File: src/rtl/multicycle_controller_if.sv
// ALU control/flag bundle between the multicycle controller (master) and the ALU (slave).
interface multicycle_controller_if #(
    parameter int ALUC_W = 3
);
    logic [ALUC_W-1:0] alucontrol;
    logic              Z;
    logic              N;
    logic              C;
    logic              V;

    modport master (output alucontrol, input Z, N, C, V);
    modport slave  (input alucontrol, output Z, N, C, V);
endinterface

File: src/rtl/multicycle_controller.sv
// Multicycle RISC-V control FSM: sequences fetch/decode/execute, drives datapath selects
// and enables, issues the ALU control code and resolves branches from the ALU flags.
module multicycle_controller #(
    parameter int ALUC_W = 3
) (
    input  logic                    clk,
    input  logic                    rst_n,
    input  logic [6:0]              op,
    input  logic [2:0]              funct3,
    input  logic                    funct7b5,
    multicycle_controller_if.master alu,
    output logic                    pcwrite,
    output logic                    adrsrc,
    output logic                    memwrite,
    output logic                    irwrite,
    output logic [1:0]              resultsrc,
    output logic [1:0]              alusrca,
    output logic [1:0]              alusrcb,
    output logic [1:0]              immsrc,
    output logic                    regwrite,
    output logic                    illegal,
    output logic [3:0]              state_dbg
);

    typedef enum logic [3:0] {
        FETCH    = 4'd0,
        DECODE   = 4'd1,
        MEMADR   = 4'd2,
        MEMREAD  = 4'd3,
        MEMWB    = 4'd4,
        MEMWRITE = 4'd5,
        EXEC_R   = 4'd6,
        EXEC_I   = 4'd7,
        ALUWB    = 4'd8,
        BRANCH   = 4'd9,
        JAL      = 4'd10
    } state_t;

    localparam logic [6:0] OP_LW  = 7'b0000011;
    localparam logic [6:0] OP_SW  = 7'b0100011;
    localparam logic [6:0] OP_R   = 7'b0110011;
    localparam logic [6:0] OP_I   = 7'b0010011;
    localparam logic [6:0] OP_BR  = 7'b1100011;
    localparam logic [6:0] OP_JAL = 7'b1101111;

    localparam logic [ALUC_W-1:0] ALU_ADD = ALUC_W'(0);
    localparam logic [ALUC_W-1:0] ALU_SUB = ALUC_W'(1);
    localparam logic [ALUC_W-1:0] ALU_AND = ALUC_W'(2);
    localparam logic [ALUC_W-1:0] ALU_OR  = ALUC_W'(3);
    localparam logic [ALUC_W-1:0] ALU_SLT = ALUC_W'(5);

    typedef struct packed {
        logic              adrsrc;
        logic              irwrite;
        logic              pcwrite;
        logic              memwrite;
        logic              regwrite;
        logic [1:0]        resultsrc;
        logic [1:0]        alusrca;
        logic [1:0]        alusrcb;
        logic [ALUC_W-1:0] alucontrol;
    } ctrl_t;

    state_t            state;
    state_t            nxt;
    ctrl_t             ctrl;
    logic [ALUC_W-1:0] aludec;
    logic              taken;
    logic              unused_c;

    function automatic logic alu_f3_ok(input logic [2:0] f3);
        return (f3 == 3'b000) || (f3 == 3'b010) || (f3 == 3'b110) || (f3 == 3'b111);
    endfunction

    function automatic logic br_f3_ok(input logic [2:0] f3);
        return (f3 == 3'b000) || (f3 == 3'b001) || (f3 == 3'b100) || (f3 == 3'b101);
    endfunction

    // Unsupported op/funct3 combinations fall back to FETCH straight from DECODE.
    function automatic state_t next_state(input state_t s, input logic [6:0] o,
                                          input logic [2:0] f3);
        state_t n;
        n = FETCH;
        case (s)
            FETCH:    n = DECODE;
            DECODE: begin
                case (o)
                    OP_LW, OP_SW: n = MEMADR;
                    OP_R:         n = alu_f3_ok(f3) ? EXEC_R : FETCH;
                    OP_I:         n = alu_f3_ok(f3) ? EXEC_I : FETCH;
                    OP_BR:        n = br_f3_ok(f3) ? BRANCH : FETCH;
                    OP_JAL:       n = JAL;
                    default:      n = FETCH;
                endcase
            end
            MEMADR:   n = (o == OP_SW) ? MEMWRITE : MEMREAD;
            MEMREAD:  n = MEMWB;
            EXEC_R:   n = ALUWB;
            EXEC_I:   n = ALUWB;
            JAL:      n = ALUWB;
            default:  n = FETCH;
        endcase
        return n;
    endfunction

    function automatic ctrl_t moore(input state_t s);
        ctrl_t c;
        c = '0;
        case (s)
            FETCH: begin
                c.irwrite   = 1'b1;
                c.pcwrite   = 1'b1;
                c.alusrcb   = 2'b10;
                c.resultsrc = 2'b10;
            end
            DECODE: begin
                c.alusrca = 2'b01;
                c.alusrcb = 2'b01;
            end
            MEMADR: begin
                c.alusrca = 2'b10;
                c.alusrcb = 2'b01;
            end
            MEMREAD:  c.adrsrc = 1'b1;
            MEMWB: begin
                c.resultsrc = 2'b01;
                c.regwrite  = 1'b1;
            end
            MEMWRITE: begin
                c.adrsrc   = 1'b1;
                c.memwrite = 1'b1;
            end
            EXEC_R:   c.alusrca = 2'b10;
            EXEC_I: begin
                c.alusrca = 2'b10;
                c.alusrcb = 2'b01;
            end
            ALUWB:    c.regwrite = 1'b1;
            BRANCH: begin
                c.alusrca    = 2'b10;
                c.alucontrol = ALU_SUB;
            end
            JAL: begin
                c.alusrca = 2'b01;
                c.alusrcb = 2'b10;
                c.pcwrite = 1'b1;
            end
            default:  c = '0;
        endcase
        return c;
    endfunction

    assign nxt = next_state(state, op, funct3);

    // Outputs are registered as the Moore decode of the state being entered.
    always_ff @(posedge clk or negedge rst_n) begin
        if (!rst_n) begin
            state <= FETCH;
            ctrl  <= moore(FETCH);
        end else begin
            state <= nxt;
            ctrl  <= moore(nxt);
        end
    end

    always_comb begin
        aludec = ALU_ADD;
        case (funct3)
            3'b000:  aludec = ((op == OP_R) && funct7b5) ? ALU_SUB : ALU_ADD;
            3'b010:  aludec = ALU_SLT;
            3'b110:  aludec = ALU_OR;
            3'b111:  aludec = ALU_AND;
            default: aludec = ALU_ADD;
        endcase
    end

    always_comb begin
        taken = 1'b0;
        case (funct3)
            3'b000:  taken = alu.Z;
            3'b001:  taken = ~alu.Z;
            3'b100:  taken = alu.N ^ alu.V;
            3'b101:  taken = ~(alu.N ^ alu.V);
            default: taken = 1'b0;
        endcase
    end

    always_comb begin
        immsrc = 2'b00;
        case (op)
            OP_SW:   immsrc = 2'b01;
            OP_BR:   immsrc = 2'b10;
            OP_JAL:  immsrc = 2'b11;
            default: immsrc = 2'b00;
        endcase
    end

    // Write enables are gated by rst_n so an asynchronous reset can never leave one high.
    assign pcwrite        = rst_n & (ctrl.pcwrite | ((state == BRANCH) & taken));
    assign irwrite        = rst_n & ctrl.irwrite;
    assign regwrite       = rst_n & ctrl.regwrite;
    assign memwrite       = rst_n & ctrl.memwrite;
    assign adrsrc         = ctrl.adrsrc;
    assign resultsrc      = ctrl.resultsrc;
    assign alusrca        = ctrl.alusrca;
    assign alusrcb        = ctrl.alusrcb;
    assign alu.alucontrol = ((state == EXEC_R) || (state == EXEC_I)) ? aludec : ctrl.alucontrol;
    assign illegal        = rst_n & (state == DECODE) & (nxt == FETCH);
    assign state_dbg      = state;
    assign unused_c       = alu.C;

endmodule

File: src/flat_wrapper.sv
// flat-port wrapper written by rule: the top's interface ports become plain ports
module multicycle_controller_flat 
#(
    parameter int ALUC_W = 3
)
  (clk, rst_n, op, funct3, funct7b5, pcwrite, adrsrc, memwrite, irwrite, resultsrc, alusrca, alusrcb, immsrc, regwrite, illegal, state_dbg, alu_alucontrol, alu_Z, alu_N, alu_C, alu_V);
  multicycle_controller_if #(.ALUC_W(ALUC_W)) alu_i ();
  input  logic clk;
  input  logic rst_n;
  input  logic [6:0] op;
  input  logic [2:0] funct3;
  input  logic funct7b5;
  output logic pcwrite;
  output logic adrsrc;
  output logic memwrite;
  output logic irwrite;
  output logic [1:0] resultsrc;
  output logic [1:0] alusrca;
  output logic [1:0] alusrcb;
  output logic [1:0] immsrc;
  output logic regwrite;
  output logic illegal;
  output logic [3:0] state_dbg;
  output wire logic [$bits(alu_i.alucontrol)-1:0] alu_alucontrol;
  input wire logic [$bits(alu_i.Z)-1:0] alu_Z;
  input wire logic [$bits(alu_i.N)-1:0] alu_N;
  input wire logic [$bits(alu_i.C)-1:0] alu_C;
  input wire logic [$bits(alu_i.V)-1:0] alu_V;
  assign alu_alucontrol = alu_i.alucontrol;
  assign alu_i.Z = alu_Z;
  assign alu_i.N = alu_N;
  assign alu_i.C = alu_C;
  assign alu_i.V = alu_V;
  multicycle_controller #(.ALUC_W(ALUC_W)) u_core (.clk(clk), .rst_n(rst_n), .op(op), .funct3(funct3), .funct7b5(funct7b5), .alu(alu_i), .pcwrite(pcwrite), .adrsrc(adrsrc), .memwrite(memwrite), .irwrite(irwrite), .resultsrc(resultsrc), .alusrca(alusrca), .alusrcb(alusrcb), .immsrc(immsrc), .regwrite(regwrite), .illegal(illegal), .state_dbg(state_dbg));
endmodule
File: config.mk
export PLATFORM = sky130hd
export DESIGN_NAME = multicycle_controller_flat
export DESIGN_NICKNAME = d
export VERILOG_FILES = /design/src/rtl/multicycle_controller_if.sv /design/src/rtl/multicycle_controller.sv /design/src/flat_wrapper.sv
export SDC_FILE = /design/constraint.sdc
export NUM_CORES = 1
export LEC_CHECK = 0
export ABC_AREA = 1
export CORE_ASPECT_RATIO = 1.4
export CORE_MARGIN = 3
export CORE_UTILIZATION = 23
export CTS_CLUSTER_DIAMETER = 100
export CTS_CLUSTER_SIZE = 8
export DETAILED_ROUTE_END_ITERATION = 10
export GPL_TIMING_DRIVEN = 0
export PLACE_DENSITY = 0.55
export SETUP_SLACK_MARGIN = 0.3
export SLEW_MARGIN = 15
export SYNTH_ARGS = -nofsm -noshare
export SYNTH_HDL_FRONTEND = slang
export SYNTH_SLANG_ARGS = --single-unit
File: constraint.sdc
create_clock -name clk -period 1.8 [get_ports clk]
set_input_delay 0.36 -clock clk [delete_from_list [all_inputs] [get_ports clk]]
set_output_delay 0.36 -clock clk [all_outputs]
set_load 0.03 [all_outputs]
==> results.ini, run 1 <==
[worst_setup_path]
cp-end-kind = output port
worstSetupPathType = reg2out
worstPathRequired_ns = 1.44
path_cells = inv_2 > nand2_2 > nor2_4 > buf_4 > nand2_2 > nand2_4 > inv_2 > nand2_2 > inv_2 > nand2_4 > nor2_4 > buf_6
crit_path_top_delay_cell = dfrtp_2
critPathMaxFanout = 6
cp_num_buf_inv = 5
critPathArrivalTime_ns = 1.67
path_delay_family = simple AND/OR/NAND/NOR gates
start_kind = flop
slowest_delay_ns = 0.47

[die]
start_util = 0.2419
io_pins = 38
die_w_um = 62.89
die_area_um2 = 5387
die_height_um = 85.65
row_count = 28
core_area_um2 = 4309

[run]
maxCapViolCount = 0

[detailed_routing]
post-route-drc-count = 0
num_vias = 1137
ant_nets = 0
drt_first_pass_iters = 4
drt_iter0_markers = 21
totalWireLength_mm = 3.064
wl_per_cell_um = 11.39
via_per_inst = 4.227

[timing]
period_needed_ns = 2.027
rsz0062_at_grt = yes
finalSetupViolCount = 2
finalCritPeriodShare = 1.126
drv_slew = 0
fmax_mhz = 493.3
fin_ws_ns = -0.2270
hold_viol = 0
clock-skew-final_ns = 0.002789
tightest_slew_ns = 0.5575
hold_slack_ns = 0.1010
slew_headroom = 0.6271

[final_layout]
final_cell_mix = 27 x buf_4, 20 x nand2_1, 15 x dlygate4sd2_1
drive_above_1_share = 0.6029
nNetsFinal = 227
final_util = 0.4367
n_antenna_cell = 0
layout_commonest_cell = buf_4
seq_area_um2 = 384.1
multi_input_area_um2 = 681.9
area_growth_pct = 80.55
fillCellCount = 436
stdcell_count = 269

[global_route]
grt_usage = 0.1180
grt_pass1_vias = 1176
grt_max_degree = 13
gr-total-overflow = 0
met3_usage = 0.02097
antenna_found_initial = 0
grt_util_met2 = 0.2402
grt_first_pass_wirelength_mm = 5.050
top_usage_layer = met2
grt.met1_usage = 0.1122

[place]
dp_hpwl_mm = 2.016
dp.cells = 239
io_buffer_count = 36
preCtsSetupSlack_ns = -1.042
gp_congestion = 0.7414

[clock_network]
root_buffer = clkbuf_8
cts_htree_levels = 1
cts_made_buffers = 3
clock_latency_ns = 0.25
clock_path_buffers = 2
tritoncts = yes
clkSinkCount = 15
clkTransAtPathRegs_ns = 0.06

[logic_synthesis]
synth_ff_type = dfrtp_1
synth_compound_area_frac = 0.04322
postSynthCellCount = 143
synth_xor_xnor_area_share = 0.008403
avgSynthCellArea_um2 = 7.288
synth_seq_cells = 15
synthArstFlopShare = 1.000
yosysUniqueCellTypes = 24
synth_top_family_by_area = simple AND/OR/NAND/NOR gates
synthesis.nets = 160
yosysWarnings = 0
yosys.area_share.simple = 0.4406
synth_fa_ha_area_frac = 0
synth_area_leaders = dfrtp_1 29%, nand2_1 12%, inv_1 7.9%, dfstp_2 7.6%, nand3_1 6.2%
synth_seq_area_share = 0.3637
synth-edff-count = 0
synth_area_um2 = 1042
synthMuxAreaShare = 0
yosysTopAreaCellShare = 0.2881
synth_area_leader_cell = dfrtp_1

[power]
p_per_area_nw_per_um2 = 896.4
finalPower_mw = 1.687
leakagePower_nw = 1.000
vdd_drop_max_mv = 0.3090

[status]
violations = negative setup slack
outcome = finished with violations

[hold_path]
hp-class = in2async

worst reg2reg max path: cells and delay by family (launching register included):
kind | cells | cell delay (ns)
flip-flops | 1 | 0.45
buffers and inverters | 9 | 0.91
AND/OR/NAND/NOR | 7 | 0.53
area by class of cell:
cell class	count	area share
multi-input cells	94	0.3624
repair buffers	62	0.2859
flip-flops and latches	15	0.2041
inverters	28	0.05984
well taps	60	0.03989
clock buffers	4	0.02394
plain buffers	6	0.02394
Yosys cell counts, types with 4 or more instances:
| library cell | number |
|---|---|
| nand2_1 | 32 |
| inv_1 | 22 |
| nand3_1 | 13 |
| dfrtp_1 | 12 |
| nor2_1 | 10 |
| nand2_2 | 7 |
| buf_4 | 6 |
| inv_2 | 6 |
| nor2_4 | 5 |
| nand3_2 | 4 |
| nor2_2 | 4 |
stage by stage:
stage               area, µm²  TNS [ns]
floorplan                1077         0
global placement         1513    -7.922
finish                   1882   -0.4255
CTS                      1743   -0.2112
global route             1882   -0.6347
detailed placement       1513    -7.934
worst paths after layout:
path / to / cells after the start / startpoint / slack (ns)
max: illegal / 12 / u_core.state_dbg[1] / -0.23
min: u_core.alusrcb[1] / 1 / rst_n / 0.10
max reg2reg: u_core.alusrca[1] / 16 / u_core.state_dbg[1] / -0.20
min reg2reg: u_core.resultsrc[0] / 2 / u_core.state_dbg[0] / 0.62
max in group asynchronous: u_core.state_dbg[2] / 2 / rst_n / 0.69
min in group clk: u_core.ctrl[10] / 5 / op[6] / 0.55
what timing repair did:
item / 4_1_cts / 5_1_grt
gates cloned: 0 / 0
hold buffers: 1 / 0
endpoints found under the hold margin: 12 / 0
gates resized for setup: 158 / 25
pin swaps: 25 / 10
buffers inserted: 16 / 9
setup endpoints to repair: 28 / 15
cells by family (layout without fill, tap and decap cells):
kind of cell	count (synthesis)	count (layout)
AOI/OAI and AO/OA	8	8
and+or+nand+nor	85	85
xor gates and xnor gates	1	1
DFF	15	15
buffers and inverters	34	100
power breakdown:
group          internal, mW  total, mW  switching, mW
clock network         0.157      0.274          0.117
logic                 0.389      0.920          0.530
registers             0.443      0.493         0.0504
total                 0.989       1.69          0.698
sequential cells by signal, summed over array words and instances (netlist names):
signal	cells
u_core.alusrcb	2
u_core.adrsrc	1
u_core.state_dbg	4
u_core.resultsrc	1
u_core.alusrca	2
u_core.ctrl	5
routing by layer:
layer / vias to the layer above / wire length [µm]
li1: 569 / -
met2: 23 / 1808
met4: 0 / 72
met1: 538 / 1071
met5: - / 0
met3: 7 / 113
No activity file was read; power rests on OpenSTA's default activity.
==> run 2: changes to the inputs <==
--- a/config.mk
+++ b/config.mk
@@ -13,8 +13,9 @@
 export CTS_CLUSTER_SIZE = 8
 export DETAILED_ROUTE_END_ITERATION = 10
 export GPL_TIMING_DRIVEN = 0
-export PLACE_DENSITY = 0.55
+export PLACE_DENSITY = 0.57
 export SETUP_SLACK_MARGIN = 0.3
+export SKIP_LAST_GASP = 1
 export SLEW_MARGIN = 15
 export SYNTH_ARGS = -nofsm -noshare
 export SYNTH_HDL_FRONTEND = slang
==> constraint.sdc (replaced) <==
create_clock -name clk -period 1.65 [get_ports clk]
set_input_delay 0.33 -clock clk [delete_from_list [all_inputs] [get_ports clk]]
set_output_delay 0.33 -clock clk [all_outputs]
set_load 0.03 [all_outputs]
==> run 2 against run 1 <==
Net effect:
- the run still ends with negative setup slack left
- sequential share of layout area is 0.60 points higher
- global-route usage is 0.95 points lower
- via count is 1.9% lower
- register-to-register slack better by 0.30 ns
- worst hold slack worse by 0.030 ns
- clock skew is 0.00097 ns higher
- clock-buffer cell count stayed put
- combinational power is 14% higher
- critical path type unchanged
- first-iteration DRC count is 9.5% higher
==> results.ini, run 2 (synthesis gave the netlist of run 1 again) <==
[timing]
finalSetupViolCount = 2
tightest_slew_ns = 0.5528
slew_headroom = 0.6302
tns_ns = -0.5510
finalCritPeriodShare = 1.204
fmax_mhz = 503.2
rsz0062_at_grt = yes
fin_ws_ns = -0.3374
clock-skew-final_ns = 0.003759
drv_slew = 0
hold_viol = 0
period_needed_ns = 1.987

[detailed_routing]
drt_iter0_markers = 23
totalWireLength_mm = 2.878
wl_per_cell_um = 10.94
ant_nets = 0
num_vias = 1115
drt_first_pass_iters = 4
post-route-drc-count = 0
via_per_inst = 4.240

[die]
row_count = 28
io_pins = 38
die_height_um = 85.65
die_area_um2 = 5387
start_util = 0.2419
core_area_um2 = 4309
die_w_um = 62.89

[final_layout]
largest_reg_flops = 5
final_cell_mix = 24 x buf_4, 23 x nand2_1, 16 x inv_1
n_antenna_cell = 0
drive_above_1_share = 0.6010
stdcell_count = 263
fin_area_um2 = 1828
nNetsFinal = 221
layout_commonest_cell = buf_4
fillCellCount = 446
top_register = u_core.ctrl
area_growth_pct = 75.39

[status]
violations = negative setup slack
outcome = finished with violations

[global_route]
grt_pass1_vias = 1167
grt_max_degree = 13
antenna_found_initial = 0
gr-total-overflow = 0
grt_usage = 0.1085
grt_first_pass_wirelength_mm = 4.774

[clock_network]
cts_htree_levels = 1
tritoncts = yes
clkTransAtPathRegs_ns = 0.06
clock_path_buffers = 2
cts_made_buffers = 3
root_buffer = clkbuf_8
clkSinkCount = 15
clock_latency_ns = 0.25

[hold_path]
hp-class = in2async

[place]
dp_hpwl_mm = 2.033
io_buffer_count = 36
dp.cells = 239
dpl_cell_area_um2 = 1523
gp_congestion = 0.7453
preCtsSetupSlack_ns = -1.128

[power]
vdd_drop_max_mv = 0.4416
p_per_area_nw_per_um2 = 1024
leakagePower_nw = 0.9598
finalPower_mw = 1.871

[worst_setup_path]
start_kind = flop
cp-end-kind = output port
worstPathRequired_ns = 1.32
rrSetupSlack_ns = 0.10
critPathArrivalTime_ns = 1.66
worstSetupPathType = reg2out
critPathMaxFanout = 3

[run]
maxCapViolCount = 0

==> run 2: cell types whose count changed in the layout (fill, tap and decap cells not counted), sizes merged <==
cell           before  now
clkbuf              4    7
dlygate4sd2        15   10
clkdlybuf4s15       1    8
dlymetal6s2s        0    1
buf                51   39
==> run 2: layout make-up <==
class	instances	area, µm²	share of cell area
plain buffers	6	45.04	0.02464
clock buffers	4	45.04	0.02464
inverters	28	105.1	0.05750
multi-input cells	94	678.2	0.3710
flip-flops and latches	15	384.1	0.2101
well taps	60	75.07	0.04107
repair buffers	56	495.5	0.2710
==> run 2: repair_timing <==
item                                    4_1_cts  5_1_grt
pin swaps                                    19       14
hold buffers                                  1        0
setup buffers                                13        6
hold endpoints to repair                     12        0
endpoints found under the setup margin       29       21
gates resized for setup                     139       37
==> run 2: worst max-delay path, stage by stage, from the launching register on <==
cell and delay [ns]:
dfrtp_2 0.40, inv_2 0.06, or2_4 0.25, o21ai_2 0.17, inv_2 0.08, nand2_4 0.08
inv_2 0.03, nand2_2 0.06, inv_2 0.04, nand2_4 0.06, nor2_4 0.03, buf_6 0.13
==> run 2: power by group <==
part	switching, mW	total [mW]	internal, mW
clock network	0.126	0.297	0.171
logic	0.577	1.05	0.468
registers	0.0464	0.530	0.483
total	0.749	1.87	1.12
==> run 2: worst paths after layout <==
kind / from / endpoint / cells past startpoint
min reg2reg: u_core.state_dbg[0] / u_core.resultsrc[0] / 2
min in group clk: op[4] / u_core.ctrl[10] / 6
max: u_core.state_dbg[3] / illegal / 11
max in group asynchronous: rst_n / u_core.state_dbg[2] / 2
min: rst_n / u_core.ctrl[12] / 1
max reg2reg: u_core.state_dbg[3] / u_core.ctrl[11] / 12
==> run 2: metrics by stage <==
stage	util	hold WS [ns]
floorplan	-	0.03441
global route	0.4242	0.07409
global placement	0.3534	0.6478
CTS	0.4007	0.07373
detailed placement	0.3534	0.6426
finish	0.4242	0.07093
==> run 2: layer usage <==
metal	vias up	wire length [µm]	GRT usage
met5	-	0	0
met3	4	54	0.007864
met1	535	1093	0.1222
met4	0	31	0.05422
li1	557	-	-
met2	19	1698	0.2027
